[config.mk]
export PLATFORM = sky130hd
export DESIGN_NAME = serial_adder_ctrl
export DESIGN_NICKNAME = d
export VERILOG_FILES = /design/src/rtl/serial_adder_ctrl_pkg.sv /design/src/rtl/adder_1b.sv /design/src/rtl/serial_adder_ctrl.sv
export SDC_FILE = /design/constraint.sdc
export NUM_CORES = 1
export LEC_CHECK = 0
export CORE_MARGIN = 2
export CORE_UTILIZATION = 30
export CTS_BUF_LIST = sky130_fd_sc_hd__clkbuf_8
export DETAILED_ROUTE_END_ITERATION = 10
export PLACE_DENSITY_LB_ADDON = 0.3
export SYNTH_ARGS = -nofsm -noshare
export SYNTH_HDL_FRONTEND = slang
export SYNTH_SLANG_ARGS = --single-unit
[constraint.sdc]
create_clock -name clk -period 1.2 [get_ports clk]
set_input_delay 0.24 -clock clk [delete_from_list [all_inputs] [get_ports clk]]
set_output_delay 0.24 -clock clk [all_outputs]
set_load 0.1 [all_outputs]
[src/rtl/serial_adder_ctrl_pkg.sv]
// ---------------------------------------------------------------------------
// serial_adder_ctrl_pkg
// Shared definitions for the bit-serial adder controller:
//   - state_e   : FSM state encoding (IDLE / RUN / DONE)
//   - cnt_width : bit-counter width for a given operand width (minimum 1)
// ---------------------------------------------------------------------------
package serial_adder_ctrl_pkg;

    typedef enum logic [1:0] {
        ST_IDLE = 2'd0,
        ST_RUN  = 2'd1,
        ST_DONE = 2'd2
    } state_e;

    // Counter must index bits 0..width-1; a 1-bit operand still needs a
    // 1-bit counter so the vector declaration stays legal.
    function automatic int cnt_width(input int width);
        if (width > 1) begin
            return $clog2(width);
        end else begin
            return 1;
        end
    endfunction

endpackage

[src/rtl/adder_1b.sv]
// ---------------------------------------------------------------------------
// adder_1b
// Single-bit full adder, purely combinational.
// Ports:
//   a, b  : operand bits
//   cin   : carry in
//   sum   : a ^ b ^ cin
//   cout  : majority(a, b, cin)
// ---------------------------------------------------------------------------
module adder_1b (
    input  logic a,
    input  logic b,
    input  logic cin,
    output logic sum,
    output logic cout
);

    assign sum  = a ^ b ^ cin;
    assign cout = (a & b) | (a & cin) | (b & cin);

endmodule

[src/rtl/serial_adder_ctrl.sv]
// ---------------------------------------------------------------------------
// serial_adder_ctrl
// Bit-serial WIDTH-bit adder. One adder_1b is stepped over WIDTH cycles,
// LSB first, with the carry held in a register between bits. A host issues
// one addition at a time with start and sees busy during processing and a
// one-cycle done pulse when sum/cout have just been updated.
// Ports:
//   clk    : clock, rising edge
//   rst    : synchronous active-high reset
//   start  : request, only honoured in IDLE
//   a, b   : operands, captured on accepted start
//   cin    : carry in, captured on accepted start
//   busy   : high while bits are being processed
//   done   : one-cycle pulse, result just updated
//   sum    : registered result (a+b+cin) mod 2^WIDTH
//   cout   : registered carry out of the MSB
// ---------------------------------------------------------------------------
module serial_adder_ctrl
    import serial_adder_ctrl_pkg::*;
#(
    parameter int WIDTH = 8
) (
    input  logic             clk,
    input  logic             rst,
    input  logic             start,
    input  logic [WIDTH-1:0] a,
    input  logic [WIDTH-1:0] b,
    input  logic             cin,
    output logic             busy,
    output logic             done,
    output logic [WIDTH-1:0] sum,
    output logic             cout
);

    localparam int               CNT_W    = cnt_width(WIDTH);
    localparam logic [CNT_W-1:0] CNT_LAST = CNT_W'(WIDTH - 1);
    localparam logic [CNT_W-1:0] CNT_ONE  = CNT_W'(1);

    state_e           state_q;
    logic [WIDTH-1:0] a_sh_q;
    logic [WIDTH-1:0] b_sh_q;
    logic [WIDTH-1:0] part_q;
    logic [WIDTH-1:0] sum_q;
    logic             carry_q;
    logic             cout_q;
    logic             busy_q;
    logic             done_q;
    logic [CNT_W-1:0] cnt_q;

    logic [WIDTH-1:0] a_sh_d;
    logic [WIDTH-1:0] b_sh_d;
    logic [WIDTH-1:0] part_d;
    logic             add_sum_s;
    logic             add_cout_s;

    // The only arithmetic in the block: one full adder on the current LSBs.
    adder_1b u_adder_1b (
        .a    (a_sh_q[0]),
        .b    (b_sh_q[0]),
        .cin  (carry_q),
        .sum  (add_sum_s),
        .cout (add_cout_s)
    );

    assign a_sh_d = a_sh_q >> 1'b1;
    assign b_sh_d = b_sh_q >> 1'b1;

    // New sum bit enters at the MSB; after WIDTH shifts bit 0 of the
    // operands has travelled down to bit 0 of the partial result.
    generate
        if (WIDTH > 1) begin : g_part_wide
            assign part_d = {add_sum_s, part_q[WIDTH-1:1]};
        end else begin : g_part_one
            assign part_d = add_sum_s;
        end
    endgenerate

    // Control FSM, datapath registers and registered handshake outputs.
    always_ff @(posedge clk) begin
        if (rst) begin
            state_q <= ST_IDLE;
            a_sh_q  <= '0;
            b_sh_q  <= '0;
            part_q  <= '0;
            sum_q   <= '0;
            carry_q <= 1'b0;
            cout_q  <= 1'b0;
            busy_q  <= 1'b0;
            done_q  <= 1'b0;
            cnt_q   <= '0;
        end else begin
            case (state_q)
                ST_IDLE: begin
                    done_q <= 1'b0;
                    if (start) begin
                        a_sh_q  <= a;
                        b_sh_q  <= b;
                        carry_q <= cin;
                        part_q  <= '0;
                        cnt_q   <= '0;
                        busy_q  <= 1'b1;
                        state_q <= ST_RUN;
                    end else begin
                        busy_q  <= 1'b0;
                        state_q <= ST_IDLE;
                    end
                end
                ST_RUN: begin
                    a_sh_q  <= a_sh_d;
                    b_sh_q  <= b_sh_d;
                    part_q  <= part_d;
                    carry_q <= add_cout_s;
                    cnt_q   <= cnt_q + CNT_ONE;
                    // Results are published only here, on the last bit.
                    if (cnt_q == CNT_LAST) begin
                        sum_q   <= part_d;
                        cout_q  <= add_cout_s;
                        busy_q  <= 1'b0;
                        done_q  <= 1'b1;
                        state_q <= ST_DONE;
                    end else begin
                        busy_q  <= 1'b1;
                        done_q  <= 1'b0;
                        state_q <= ST_RUN;
                    end
                end
                ST_DONE: begin
                    // start is deliberately not looked at here.
                    busy_q  <= 1'b0;
                    done_q  <= 1'b0;
                    state_q <= ST_IDLE;
                end
                default: begin
                    busy_q  <= 1'b0;
                    done_q  <= 1'b0;
                    state_q <= ST_IDLE;
                end
            endcase
        end
    end

    assign busy = busy_q;
    assign done = done_q;
    assign sum  = sum_q;
    assign cout = cout_q;

endmodule

## Yosys cells after proc, flatten, opt, wreduce, memory -nomap -nowiden

Index checks and enable logic that the tools add are counted.
W data, S select, Z words.

- Register bits: 41
- Input bits: 20
- Output and inout port bits: 11
- Logic and storage cells: 44

- Add/subtract/negate cells: 1
- Equal/unequal tests: 3
- Mux-type cells: 17
- Bitwise gates (word level): 8
- Reductions and logical operators: 5

Operators by type and width:

| operator | count |
|---|---|
| $pmux W8 S2 | 3 |
| $mux W8 | 3 |
| $pmux W3 S2 | 1 |
| $mux W1 | 5 |
| $pmux W1 S2 | 2 |
| $pmux W2 S2 | 1 |
| $reduce_and A2 Y1 | 2 |
| $add A3 B1 Y3 const B | 1 |
| $and A1 B1 Y1 | 3 |
| $eq A3 B3 Y1 const B | 1 |
| $mux W3 | 1 |
| $eq A2 B1 Y1 const B | 1 |
| $logic_not A2 Y1 | 1 |
| $mux W2 | 1 |
| $ne A2 B2 Y1 const B | 1 |
| $or A1 B1 Y1 | 2 |
| $reduce_bool A2 Y1 | 1 |
| $reduce_or A2 Y1 | 1 |
| $xor A1 B1 Y1 | 2 |
| $not A1 Y1 | 1 |

## Logic depth before layout (Yosys ltp)

- Word-level depth: 4
- Gate-level depth with buffers: 6
- Depth with buffers taken out: 5

## Modules after synthesis

From an unflattened synthesis, not the netlist that was laid out.

- Cells, all modules: 162
- Area, all modules: 1554.0 µm²

Modules (own cells, without submodules):

| module | times used | cells each | area each (µm²) | sequential area each (µm²) |
|---|---|---|---|---|
| serial_adder_ctrl | 1 | 161 | 1534.0 | 780.7 |
| adder_1b | 1 | 1 | 20.0 | 0.0 |

## Worst setup path before layout

Ideal clock, no wire load.

- Path kind: flip-flop to flip-flop
- From: register state_q[0]
- To: register sum_q[1] (netlist: sum[1])
- Setup time: 0.133 ns
- Arrival: 1.638 ns
- Required time: 1.067 ns
- Slack: -0.571 ns
- Stages on the path, launching flop included: 6
- Buffers on the path: 2
- Clock period less this slack: 1.771 ns
- Path through: dfxtp_1 buf_6 nand3b_1 buf_2 nand2_1 a21oi_1

- Word-level cells in the longest chain between the ends: 2

RTL lines:

| element | line | source |
|---|---|---|
| start: declaration | serial_adder_ctrl.sv:39 | `state_e state_q;` |
| start signal: assignment | serial_adder_ctrl.sv:81 | `state_q <= ST_IDLE;` |
| start signal: assignment | serial_adder_ctrl.sv:102 | `state_q <= ST_RUN;` |
| start signal: assignment | serial_adder_ctrl.sv:105 | `state_q <= ST_IDLE;` |
| $eq A2 B1 Y1 | serial_adder_ctrl.sv:92 | `case (state_q)` |
| $reduce_and A2 Y1 (no line) | n/a |  |
| end signal: assignment | serial_adder_ctrl.sv:116 | `sum_q <= part_d;` |
| end: declaration | serial_adder_ctrl.sv:43 | `logic [WIDTH-1:0] sum_q;` |

Every way passes these cells.
A chain may end at the register's enable or synchronous reset.

## Final worst setup path

- From: register state_q[0]
- To: register a_sh_q[1]

- Word-level cells in the longest chain between the ends: 3
- Elaborated cells on any way between the ends: 6
- Classes of those cells: eq/ne (2); mux (1); reduce/logical (3)

RTL lines:

| element | line | source |
|---|---|---|
| $eq A2 B1 Y1 / $logic_not A2 Y1 (equally long branches) | serial_adder_ctrl.sv:92 |  |
| $reduce_bool A2 Y1 (no line) / $ne A2 B2 Y1 (equally long branches) | n/a |  |
| $reduce_and A2 Y1 (no line) | n/a |  |
| end signal: assignment | serial_adder_ctrl.sv:109 | `a_sh_q <= a_sh_d;` |
| end: declaration | serial_adder_ctrl.sv:40 | `logic [WIDTH-1:0] a_sh_q;` |

Parallel ways exist; a longest one is shown, timed or not.

==> metrics.txt <==
outcome finished, violations left; failing checks negative setup slack; Worst Hold End state_q[0]; crit path time final 1.21 ns; CTS sink cnt 39; Seq cells post-synth 39; fillers 482; Max-slew headroom 83.7%; min-delay src start; cell taking the most area after synthesis dfxtp_1; syn nets 185; Crit-path slowest cell dfxtp_4; Seq/Total Area, Yosys 50.1%; R2R Path Start state_q[0]; RSZ-0062 raised after global routing true; # DRC 0; Initial Utilization 30.7%; Post-synth EDFFs 0; # setup viols final 1; total grt overflow 0; post-synthesis cell count 162; port buffer count 30; Post-Route Utilization 48.7%; IO Count 31; worst r2r path cells 4; leakage power 0.925 nW; total number of vias 1279; CP arrival 1.41 ns; Pre-Repair DR Iteration Count 4; Worst-Skew Late Latency 0.29 ns; final worst-path cycle share 100%; fmax 829 MHz; DR iter-0 viols 69; GPL Wtd Cong 0.730; Via density 4.63; antenna violations before repair 0; nets 228; Worst Hold Depth 3; first-pass GRT wire length 5.49 mm; kind of critical path flip-flop to flip-flop; Hold Path Class input pin to flip-flop; pin count of the biggest net entering global routing 40; hpwl dp 1.99 mm; GR Util All Layers 11.5%; CTS buffer count 5; Max-Cap Viols 0; final WL 3.43 mm; setup_tns -0.00562 ns; CTS tree built; reg2reg end a_sh_q[1]; CTS max path bufs 2; Required @ worst endpoint 1.41 ns; full die area 0.00579 mm2; final setup margin -0.00562 ns; R2R setup slack -0.006 ns; root buffer cell clkbuf_8; Yosys top cell area share 50.1%; dpl ws -0.280 ns; critical path endpoint category flip-flop; Fin Hold WS 0.345 ns; Post-synth ARST share 0%; Max Fanout on Critical Path 8; Top FF cell, synth dfxtp_1; placed instance area 0.00210 mm2; CTS Hold Bufs 0; Least-Margin Pin Slew 0.244 ns; yosys warns 0; largest cells by area after synthesis dfxtp_1 50%, mux2i_1 11%, a211oi_1 7.2%, nor2_1 7.0%, a22oi_1 5.3%; Clock Pin Slew Worst Setup and Hold Paths 0.07 ns; Routed WL per cell 12.4 um; Register Area 803 um2; n_diodes 0; ratio of total power to cell area 1090 mW/mm2; chip height 76.1 um; mean post-synth cell area 9.62 um2; Layout area overhead 58.6%; antenna-violating nets left 0; max-slew violation count 0; Post-Syn Area 0.00156 mm2; share of layout cells above drive strength 1 45.6%; synth unique cells 22; area of the multi-input gates 862 um2; worst stage delay on the critical path 0.36 ns; vias in the first global route 1211; Placement Rows 26; H-tree depth 2; peak supply drop 703 uV; critical-path cell list buf_6 -> o21ba_4 -> clkbuf_16 -> a211oi_1; CP startpoint kind flip-flop; DIE WIDTH 76.1 um; Final Skew 0.00911 ns; Design Area, Final 0.00247 mm2; final hold vios 0; Core Box Area 0.00507 mm2
sequential cells by signal, indices dropped and copies added (netlist names):
register,count
a_sh_q,8
b_sh_q,8
sum,8
part_q,7
cnt_q,3
state_q,2
carry_q,1
cout,1
done,1
synth_stat cells (2+ instances only):
master	number
nand2_1	18
clkbuf_1	3
a22oi_1	11
buf_4	2
buf_2	6
mux2i_1	17
dfxtp_1	39
ha_1	2
a21oi_1	9
nor2_1	29
a211oi_1	15
timing repair:
action | in CTS | in global routing
gates resized for setup | 8 | 45
pin swaps | 1 | 15
setup buffers | 2 | 3
endpoints found under the hold margin | 0 | 0
gates cloned | 1 | 3
endpoints found under the setup margin | 20 | 25
placed cells by master, fill, tap and decap left out, drive strengths merged:
master	synthesis	routed
nor2	29	29
o21bai	1	1
dlymetal6s2s	0	1
o21ba	1	1
inv	1	1
nor3	1	1
fa	1	1
and3b	1	2
buf	10	27
ha	2	2
nand2	18	18
a211oi	15	15
nor3b	1	1
a22oi	11	11
a21oi	9	9
dfxtp	39	39
clkdlybuf4s50	0	18
nor2b	1	1
nand3b	1	1
mux2i	17	17
clkinv	0	3
clkbuf	3	7
metal layers:
layer	track usage (%)	share of wire (%)	vias to the layer above
met5	0	0	-
met4	5.45	1.7	0
met3	3.55	4.2	7
met2	17.8	47	29
met1	14.8	47	593
li1	-	-	650
cells by family after synthesis:
| kind of cell | after synthesis | synth area share (%) |
|---|---|---|
| AND/OR/NAND/NOR | 52 | 13.7 |
| flip-flops | 39 | 50.1 |
| multiplexers | 17 | 10.9 |
| adder cells (fa/ha/maj) | 3 | 2.89 |
| buffers and inverters | 14 | 5.86 |
| AO/OA/AOI/OAI | 37 | 16.5 |
worst max-delay path by stage:
stage          startpoint  depth (start not counted)  slack [ns]        end
2_1_floorplan  state_q[0]                          4       -0.03    carry_q
3_3_place_gp        start                          5       -0.23  b_sh_q[6]
3_5_place_dp        start                          5       -0.28  a_sh_q[5]
4_1_cts        state_q[0]                          4      0.0001  b_sh_q[4]
5_1_grt          cnt_q[1]                          6       -0.05     sum[4]
6_report       state_q[0]                          4      -0.006  a_sh_q[1]
where the power goes:
group / internal, mW / switching [mW]
clock network: 0.398 / 0.456
registers: 1.35 / 0.0427
logic: 0.236 / 0.197
total: 1.99 / 0.695
worst max-delay path, delay by kind of cell, from the launching register on:
kind / cells / cell delay (ns)
AOI/OAI and AO/OA: 2 / 0.46
DFF: 1 / 0.36
buffers and inverters: 2 / 0.30
area by class of cell:
| cell class | count | share of cell area [%] |
|---|---|---|
| Sequential cell | 39 | 32.5 |
| Multi-Input combinational cell | 110 | 34.9 |
| Tap cell | 70 | 3.54 |
| Inverter | 1 | 0.152 |
| Timing Repair Buffer | 48 | 25.5 |
| Clock inverter | 3 | 0.608 |
| Clock buffer | 5 | 2.78 |
stage by stage:
stage          power (mW)  cells
3_5_place_dp         1.74    259
5_1_grt              2.81    276
4_1_cts              2.61    270
6_report             2.68    276
2_1_floorplan        1.62    162
3_3_place_gp         1.74    259
(Power assumes the default switching activity.)
==> RTL edit, RTL diff (same settings) <==
Reset style: asynchronous (`rst`), changed in one clocked block. Comments in the files are not updated.
--- a/src/rtl/serial_adder_ctrl.sv
+++ b/src/rtl/serial_adder_ctrl.sv
@@ -76,7 +76,7 @@
     endgenerate
 
     // Control FSM, datapath registers and registered handshake outputs.
-    always_ff @(posedge clk) begin
+    always_ff @(posedge clk or posedge rst) begin
         if (rst) begin
             state_q <= ST_IDLE;
             a_sh_q  <= '0;
Function: differs if rst is asserted again (counterexample within 4 cycles, from zero or initial values and one cycle with rst high); with rst held inactive, the same outputs for 10 cycles.
==> RTL edit against the unedited design <==
Fmax shrank 9.9%. The flow still finishes with violations (setup timing). Highest routed layer unchanged. Sequential cell count shrank 1. Wire length grew 26%. Critical path depth shrank 2. Hold slack lost 0.042 ns. Die area grew 22%. Synthesized area grew 23%. First-iteration DRC count shrank 38%. Cell area grew 21%. Global-route usage grew 2.3 points. Worst setup slack lost 0.13 ns.
Power is not compared: it rests on default switching activity, and its combinational part moved more than twofold at a synthesized area within 25%.
==> RTL edit: results (changes against the unedited design) <==
largest net degree at the start of global routing 39 (was 40); Synth area leaders dfrtp_1 49%, nor4b_2 7.8%, mux2_4 7.0% (was dfxtp_1 50%, mux2i_1 11%, a211oi_1 7.2%); worst vdd ir 1720 uV; commonest cells in the netlist 38 x dfrtp_1, 17 x inv_1, 15 x nor3b_1, 11 x a22o_1 (was 39 x dfxtp_1, 29 x nor2_1, 18 x nand2_1, 17 x mux2i_1, 15 x a211oi_1); per-cell routed wire length 15.9 um (was 12.4 um); HPWL after detailed placement 2.62 mm (was 1.99 mm); post-synth cell types 21 (was 22); post-placement setup slack -0.380 ns (was -0.280 ns); Tightest Hold Check Type in -> async (was in -> reg); failing checks setup timing (unchanged); Synthesized Nets 165 (was 185); Final #Nets 218 (was 228); CTS Buffer Depth 2 (unchanged); Most used DFF post-synth dfrtp_1 (was dfxtp_1); post-synthesis sequential area ratio 0.494 (was 0.501); total routed wirelength 4.32 mm (was 3.43 mm); Total GRT Usage 0.139 (was 0.115); share of cells above drive strength 1 0.503 (was 0.456); Async SR Flop Fraction 1.00 (was 0); max_slew headroom 0.796 (was 0.837); Setup Skew 0.00272 ns (was 0.00911 ns); diodes inserted 0 (unchanged); crit path DAT 1.10 ns (was 1.41 ns); final setup violation count 39 (was 1); first-iteration detailed-routing DRC count 43 (was 69); Pre-antenna DRT Iters 4 (unchanged); routability cong. 0.782 (was 0.730); clk_lat worst skew 0.29 ns (about the same); status finished with violations (unchanged); TNS Setup -3.79 ns (was -0.00562 ns); vias in the first global route 1,491 (was 1,211); Synth Instances 142 (was 162); vias per cell 4.85 (was 4.63); P_leak 1.31 nW; worst setup margin -0.138 ns (was -0.00562 ns); Inst Count DP 252 (was 259); global-route wire length before repair 7.72 mm (was 5.49 mm); CP Max Fanout 4 (was 8); Root Driver clkbuf_8 (unchanged); H-tree level count 2 (unchanged)
==> RTL edit: final cells by class <==
class / instances / area (um^2)
Clock buffer: 6 / 82.6
Inverter: 17 / 63.8
Timing Repair Buffer: 58 / 746
Fill cell: 539 / 3280
Multi-Input combinational cell: 75 / 1020
Tap cell: 77 / 96.3
Sequential cell: 38 / 958
Clock inverter: 1 / 30.0
==> RTL edit: worst max-delay path, stage by stage (launching register included) <==
cell and delay (ns):
dfrtp_4 0.52, buf_6 0.14, buf_12 0.15
==> RTL edit: kinds of logic (layout without fill, tap and decap cells) <==
| kind of cell | count (synthesis) | after routing | share of synthesized area |
|---|---|---|---|
| and+or+nand+nor | 33 | 34 | 0.180 |
| buffers and inverters | 30 | 82 | 0.0794 |
| muxes | 10 | 10 | 0.0761 |
| DFF | 38 | 38 | 0.494 |
| AOI/OAI and AO/OA | 28 | 28 | 0.147 |
| adders and majority gates | 3 | 3 | 0.0234 |
==> RTL edit: report_power, final <==
| group | leakage, nW | switching [mW] | internal (mW) |
|---|---|---|---|
| Combinational | 0.787 | 2.50 | 2.33 |
| Clock | 0.0573 | 0.445 | 0.665 |
| Sequential | 0.463 | 0.466 | 1.87 |
==> RTL edit: timing repair <==
item / CTS / global route
gates cloned: 4 / 0
endpoints found under the setup margin: 36 / 40
pin swaps: 10 / 12
gates resized for setup: 39 / 5
setup buffers: 9 / 1
==> RTL edit: path summary, 6_finish.rpt <==
check                                           start                    end  slack (ns)  cells past startpoint
worst max-delay path             state_q[0]$_DFF_PP0_                   busy       -0.14                      2
worst min-delay path                              rst     sum[4]$_DFFE_PP0P_        0.30                      3
worst max register to register         done$_DFF_PP0_   cnt_q[0]$_DFFE_PP0P_       -0.14                      4
worst min register to register  part_q[1]$_DFFE_PP0P_  part_q[1]$_DFFE_PP0P_        0.52                      1
max in group asynchronous                         rst   state_q[0]$_DFF_PP0_        0.69                      3
min in group clk                part_q[1]$_DFFE_PP0P_  part_q[1]$_DFFE_PP0P_        0.52                      1
==> RTL edit: metrics by stage <==
| step | instance area (um^2) | hold WS (ns) | utilization |
|---|---|---|---|
| after global placement | 2520 | 0.486 | 0.402 |
| final | 3000 | 0.303 | 0.477 |
| after floorplan | 1980 | 0.373 | - |
| after CTS | 2990 | 0.306 | 0.476 |
| after detailed placement | 2520 | 0.499 | 0.402 |
| after global routing | 3000 | 0.348 | 0.477 |
==> RTL edit: layer usage <==
layer,track usage,share of wire,up-vias
li1,-,-,622
met1,0.176,0.44,658
met2,0.224,0.51,34
met3,0.0445,0.044,4
met4,0.0425,0.0079,0
met5,0,0,-
